--- config.mk ---
export PLATFORM = sky130hd
export DESIGN_NAME = uart_alu_ctrl
export DESIGN_NICKNAME = d
export VERILOG_FILES = /design/src/rtl/uart_alu_ctrl_pkg.sv /design/src/rtl/uart_alu_ctrl_rx_timeout_counter.sv /design/src/rtl/uart_alu_ctrl.sv
export SDC_FILE = /design/constraint.sdc
export NUM_CORES = 1
export LEC_CHECK = 0
export ABC_AREA = 1
export ABC_CLOCK_PERIOD_IN_PS = 2200
export CORE_AREA = 3 3 61 63
export CTS_BUF_LIST = sky130_fd_sc_hd__clkbuf_4
export DETAILED_ROUTE_END_ITERATION = 10
export DIE_AREA = 0 0 64 66
export HOLD_SLACK_MARGIN = 0.15
export MAX_ROUTING_LAYER = met4
export PLACE_DENSITY_LB_ADDON = 0.15
export SLEW_MARGIN = 20
export SYNTH_ARGS = -nofsm -noshare
export SYNTH_HDL_FRONTEND = slang
export SYNTH_SLANG_ARGS = --single-unit
--- constraint.sdc ---
create_clock -name i_clk -period 2.2 [get_ports i_clk]
set_clock_uncertainty 0.2 [all_clocks]
set_input_delay 0.22 -clock i_clk [delete_from_list [all_inputs] [get_ports i_clk]]
set_output_delay 0.22 -clock i_clk [all_outputs]
set_load 0.02 [all_outputs]
--- src/rtl/uart_alu_ctrl_pkg.sv ---
// uart_alu_ctrl_pkg: state encoding, default widths and ALU opcode constants
package uart_alu_ctrl_pkg;
  localparam int SIZEDATA_DEF = 8;
  localparam int SIZEOP_DEF = 6;
  typedef enum logic [2:0] {
    WAIT_A  = 3'd0,
    WAIT_B  = 3'd1,
    WAIT_OP = 3'd2,
    EXEC    = 3'd3,
    SEND    = 3'd4,
    WAIT_TX = 3'd5
  } state_e;
  localparam logic [5:0] OP_ADD = 6'h20;
  localparam logic [5:0] OP_SUB = 6'h22;
  localparam logic [5:0] OP_AND = 6'h24;
  localparam logic [5:0] OP_OR  = 6'h25;
  localparam logic [5:0] OP_XOR = 6'h26;
  localparam logic [5:0] OP_SRA = 6'h03;
  localparam logic [5:0] OP_SRL = 6'h02;
  localparam logic [5:0] OP_NOR = 6'h27;
  function automatic logic is_busy(input state_e s);
    return s inside {EXEC, SEND, WAIT_TX};
  endfunction
endpackage

--- src/rtl/uart_alu_ctrl_rx_timeout_counter.sv ---
// rx_timeout_counter: counts idle cycles while enabled, pulses expire at TIMEOUT_CYCLES-1
module rx_timeout_counter #(
  parameter int TIMEOUT_CYCLES = 1000000
) (
  input  logic clk_i,
  input  logic rst_i,
  input  logic en_i,
  input  logic clr_i,
  output logic expire_o
);
  localparam int W = $clog2(TIMEOUT_CYCLES);
  logic [W-1:0] cnt_q, cnt_d;
  assign cnt_d = (clr_i || !en_i) ? '0 : cnt_q + 1'b1;
  assign expire_o = en_i && !clr_i && (cnt_q == W'(TIMEOUT_CYCLES - 1));
  // idle-cycle counter, held at zero when disabled so every entry starts fresh
  always_ff @(posedge clk_i) begin
    if (rst_i) cnt_q <= '0;
    else cnt_q <= cnt_d;
  end
endmodule

--- src/rtl/uart_alu_ctrl.sv ---
// uart_alu_ctrl: routes RX bytes A, B, opcode to the ALU and the result to TX; optional RX_TIMEOUT_EN inter-byte timeout
module uart_alu_ctrl
  import uart_alu_ctrl_pkg::*;
#(
  parameter int SIZEDATA = SIZEDATA_DEF,
  parameter int SIZEOP = SIZEOP_DEF,
  parameter int TIMEOUT_CYCLES = 1000000
) (
  input  logic                i_clk,
  input  logic                i_reset,
  input  logic [SIZEDATA-1:0] i_rx_data,
  input  logic                i_rx_done,
  input  logic [SIZEDATA-1:0] i_alu_result,
  input  logic                i_tx_done,
  output logic [SIZEDATA-1:0] o_alu_datoa,
  output logic [SIZEDATA-1:0] o_alu_datob,
  output logic [SIZEOP-1:0]   o_alu_opcode,
  output logic [SIZEDATA-1:0] o_tx_data,
  output logic                o_tx_start,
  output logic                o_busy
);
  state_e state_q, state_d;
  logic [SIZEDATA-1:0] a_q, a_d, b_q, b_d, tx_q, tx_d;
  logic [SIZEOP-1:0] op_q, op_d;
  logic start_q, start_d;
  logic timeout;
`ifdef RX_TIMEOUT_EN
  rx_timeout_counter #(.TIMEOUT_CYCLES(TIMEOUT_CYCLES)) u_timeout (
    .clk_i    (i_clk),
    .rst_i    (i_reset),
    .en_i     (state_q == WAIT_B || state_q == WAIT_OP),
    .clr_i    (i_rx_done),
    .expire_o (timeout)
  );
`else
  assign timeout = 1'b0;
`endif
  // next state and capture logic; a byte arriving with the timeout wins over it
  always_comb begin
    state_d = state_q;
    a_d = a_q;
    b_d = b_q;
    op_d = op_q;
    tx_d = tx_q;
    start_d = state_q == EXEC;
    case (state_q)
      WAIT_A: begin
        a_d = i_rx_done ? i_rx_data : a_q;
        state_d = i_rx_done ? WAIT_B : WAIT_A;
      end
      WAIT_B: begin
        b_d = i_rx_done ? i_rx_data : b_q;
        state_d = i_rx_done ? WAIT_OP : (timeout ? WAIT_A : WAIT_B);
      end
      WAIT_OP: begin
        op_d = i_rx_done ? i_rx_data[SIZEOP-1:0] : op_q;
        state_d = i_rx_done ? EXEC : (timeout ? WAIT_A : WAIT_OP);
      end
      EXEC: begin
        tx_d = i_alu_result;
        state_d = SEND;
      end
      SEND: state_d = WAIT_TX;
      WAIT_TX: state_d = i_tx_done ? WAIT_A : WAIT_TX;
      default: state_d = WAIT_A;
    endcase
  end
  // state and output registers; reset discards any partial command
  always_ff @(posedge i_clk) begin
    if (i_reset) begin
      state_q <= WAIT_A;
      a_q <= '0;
      b_q <= '0;
      op_q <= '0;
      tx_q <= '0;
      start_q <= 1'b0;
    end else begin
      state_q <= state_d;
      a_q <= a_d;
      b_q <= b_d;
      op_q <= op_d;
      tx_q <= tx_d;
      start_q <= start_d;
    end
  end
  assign o_alu_datoa = a_q;
  assign o_alu_datob = b_q;
  assign o_alu_opcode = op_q;
  assign o_tx_data = tx_q;
  assign o_tx_start = start_q;
  assign o_busy = is_busy(state_q);
endmodule

---- Word level (Yosys, flattened, before mapping) ----
Index checks and enable logic that the tools add are counted.
word-level totals
  register bits after elaboration ......... 34
  input bits .............................. 20
  output and inout bits ................... 32
  logic and storage cells ................. 21
operators by class
  equality and inequality tests ........... 5
  mux-type cells .......................... 5
  reduce and logical (&&, ||, !) cells .... 5
operators with widths
  cell                  number
  $pmux W3 S6           1
  $eq A3 B2 Y1 const B  2
  $eq A3 B3 Y1 const B  2
  $reduce_and A2 Y1     3
  $eq A3 B1 Y1 const B  1
  $logic_not A3 Y1      1
  $mux W3               1
  $reduce_bool A3 Y1    1
  $mux W1               2
  $mux W2               1

---- Logic depth before layout (Yosys ltp) ----
  word-level depth ........................ 2
  depth in mapped cells ................... 7
  depth with buffers taken out ............ 7

---- Worst setup path before layout ----
OpenSTA, ideal clock, no wires.
  kind .................................... register to output
  start ................................... register state_q[2]
  end ..................................... output port o_busy
  arrival time ............................ 982 ps
  required time ........................... 1780 ps
  setup slack ............................. 798 ps
  stages on the path, launching flop included .. 7
  buffers on the path ..................... 1
  path through ............................ dfxtp_1 inv_2 nand2_4 nor2_8 inv_2 buf_6 nand3_1
on the way
  longest elaborated chain between the ends .. 2
  elaborated cells on any way between the ends .. 4
  those cells by class .................... eq/ne: 3; reduce/logical: 1
ends and longest elaborated chain
  element                                       line                     text
  from (decl)                                   uart_alu_ctrl.sv:22      state_e state_q, state_d;
  from (signal assigned)                        uart_alu_ctrl.sv:78      state_q <= state_d;
  $eq A3 B2 Y1 or $eq A3 B3 Y1 (tied branches)  uart_alu_ctrl_pkg.sv:22  return s inside {EXEC, SEND, WAIT_TX};
  $reduce_bool A3 Y1 *                          uart_alu_ctrl_pkg.sv:22
  to (decl)                                     uart_alu_ctrl.sv:20      output logic o_busy
Mark *: on every way between the ends. The rest lies on a longest branch, timed or not.

---- Worst setup path in the final report ----
Ends and elaborated chain as after synthesis.

==> qor.yml <==
run_status:
  status: "finished clean"
route:
  postRouteAntennaNets: 0
  drtIter0Drc: 67
  vias: 1210
  route.detailed.wl_per_inst_um: 11.70
  firstDrtPassIters: 4
  drc: 0
  viasPerCell: 4.549
  drt-total-wl_um: 3111
hold_path:
  hold_class: "in2reg"
placed_design:
  portBuffers: 51
  routabilityCongestion: 0.8821
  hpwl_um: 2331
  post_dp_cell_area_um2: 1837
clocking:
  htree_levels: 2
  cts_sinks: 34
  clockBufferDepth: 2
  cts_tree: "yes"
  insertion_delay_ps: 340
  cts_resized: 1
  post_cts_buffers: 0
  cts_root_buf: "clkbuf_4"
  cts_buffers: 5
  ctsHoldBuffers: 0
  clk_pin_slew_ps: 100
pwr:
  leakage_uw: 0.0008030
  powerDensity_nw_per_um2: 665.7
  peakVddDrop_uv: 305.2
layout:
  nets: 239
  antenna_cells: 0
  drive_above_1_share_pct: 8.636
  layout_commonest_cell: "nor2_1"
  fillCellCount: 335
  final_cell_mix: "nor2_1 (66), clkdlybuf4s50_1 (50), dfxtp_1 (34)"
  syn_to_final_growth_pct: 47.17
  finalInstanceArea_um2: 1889
global_routing:
  grt_use_total_pct: 16.28
  grt_pass1_wl_um: 5175
  gr-total-overflow: 0
  grt_pass1_vias: 1217
  grt_antenna_before_repair: 0
  grt_max_degree: 33
floorplanning:
  die_h_um: 66
  initial_core_util_pct: 39.09
  die_area_um2: 4224
  coreArea_um2: 3284
  rows: 21
  die_width_um: 64
  io_pins: 52
synthesis:
  synth_seq_cells: 34
  yosysUniqueCellTypes: 18
  synthCells: 164
  seq_area_frac_synth_pct: 53.02
  synthTopCellsByArea: "dfxtp_1 (53%), nor2_1 (19%), o21ai_0 (12%)"
  synth_nets: 184
  syn-cell-area_um2: 1284
  yosys.area.top_type_share_pct: 53.02
  avgSynthCellArea_um2: 7.828
  synth.yosys.warnings: 0
  synth_top_area_cell: "dfxtp_1"
setup_path:
  cpMaxStageDelayCell: "dfxtp_1"
  arrival_ps: 1590
  critPathKind: "reg2out"
  cp_top_family: "buffers and inverters"
  path_cells: "inv_2, nand2_4, nor2_8, inv_2, nand3_1, dlygate4sd2_1"
  critPathBufInv: 3
  critPathCaptureType: "primary output"
  cp_slowest_stage_delay_ps: 430
  path_common_cell: "inv_2"
  start_kind: "flip-flop"
  cp_max_fo: 11
  crit_required_ps: 1780
timing:
  fmax_mhz: 498.3
  final_max_slew_viol_count: 0
  fin_crit_sh_pct: 91.23
  setup_viol: 0
  min_period_ps: 2007
  hold_viol_final: 0
  relSlewSlack_pct: 81.99
  rsz0062_at_grt: "false"
  worst-slew-pin-transition_ps: 269.5
  setup_tns_ps: 0
job:
  max_cap_violations: 0
-- metal layers --
layer | wire length (µm) | share of wire [%] | up-vias | track usage (%)
met5 | 0 | 0 | - | -
met4 | 52 | 1.7 | 0 | 9.434
met3 | 174 | 5.6 | 5 | 4.932
met2 | 1467 | 47 | 35 | 26.32
met1 | 1417 | 46 | 541 | 17.76
li1 | - | - | 629 | -
-- worst reg2reg max path, delay by kind of cell (launching register included) --
kind / cells / cell delay [ps]
flip-flops: 1 / 380
AND/OR/NAND/NOR: 4 / 490
buffers and inverters: 2 / 240
-- registers in the layout (all words and copies together) (netlist names) --
register and flops:
o_tx_start 1, o_alu_opcode 6, o_alu_datob 8, state_q 3, o_tx_data 8, o_alu_datoa 8
-- through the flow --
| step | hold WS [ps] | util [%] | setup WS [ps] | power (µW) | std cells |
|---|---|---|---|---|---|
| CTS | 238.4 | 57.52 | 157.5 | 1275 | 266 |
| finish | 259.1 | 57.52 | 193.0 | 1258 | 266 |
| floorplan | 89.07 | - | 797.7 | 816.1 | 164 |
| global route | 247.8 | 57.52 | 66.55 | 1325 | 266 |
| detailed placement | 282.5 | 55.92 | 292.3 | 942.6 | 258 |
| global placement | 265.2 | 55.92 | 326.7 | 936.4 | 258 |
-- cells in the mapped netlist, drive strengths merged --
master  instances
nand3b          1
clkinv          1
a21oi           1
clkbuf          3
o21a            1
o21ai          30
nand2           8
nand3           4
inv            10
buf             1
nor2           70
dfxtp          34
-- area by class of cell --
class	count	area, µm²	area share, %
sequential	34	680.7	36.03
multi-input combinational	115	531.8	28.15
timing repair buffer	52	516.7	27.35
tap	46	57.56	3.046
inverter	11	48.80	2.583
clock buffer	6	45.04	2.384
clock inverter	2	8.758	0.4636
-- path summary, 6_finish.rpt --
check / from / endpoint / slack (ps) / cells past startpoint
worst max register to register: state_q[0] / o_alu_opcode[0] / 790 / 6
worst min register to register: o_alu_datoa[5] / o_alu_datoa[5] / 290 / 2
worst max-delay path: state_q[2] / o_busy / 190 / 6
worst min-delay path: i_alu_result[4] / o_tx_data[4] / 260 / 3
-- report_power, final --
part | total, µW | internal [µW] | switching, µW | leakage, µW
logic | 251 | 118 | 133 | 0.000493
registers | 674 | 652 | 21.6 | 0.000277
clock network | 333 | 132 | 200 | 0.0000331
total | 1260 | 903 | 355 | 0.000803
-- cells by family (layout without fill, tap and decap cells) --
family                 Yosys count  in the layout  share of synthesized area, %
flip-flops                      34             34                         53.02
AND/OR/NAND/NOR                 83             83                         28.75
buffers and inverters           15             71                         5.556
AO/OA/AOI/OAI                   32             32                         12.67
Note: power is estimated with default switching activity, not from simulation.
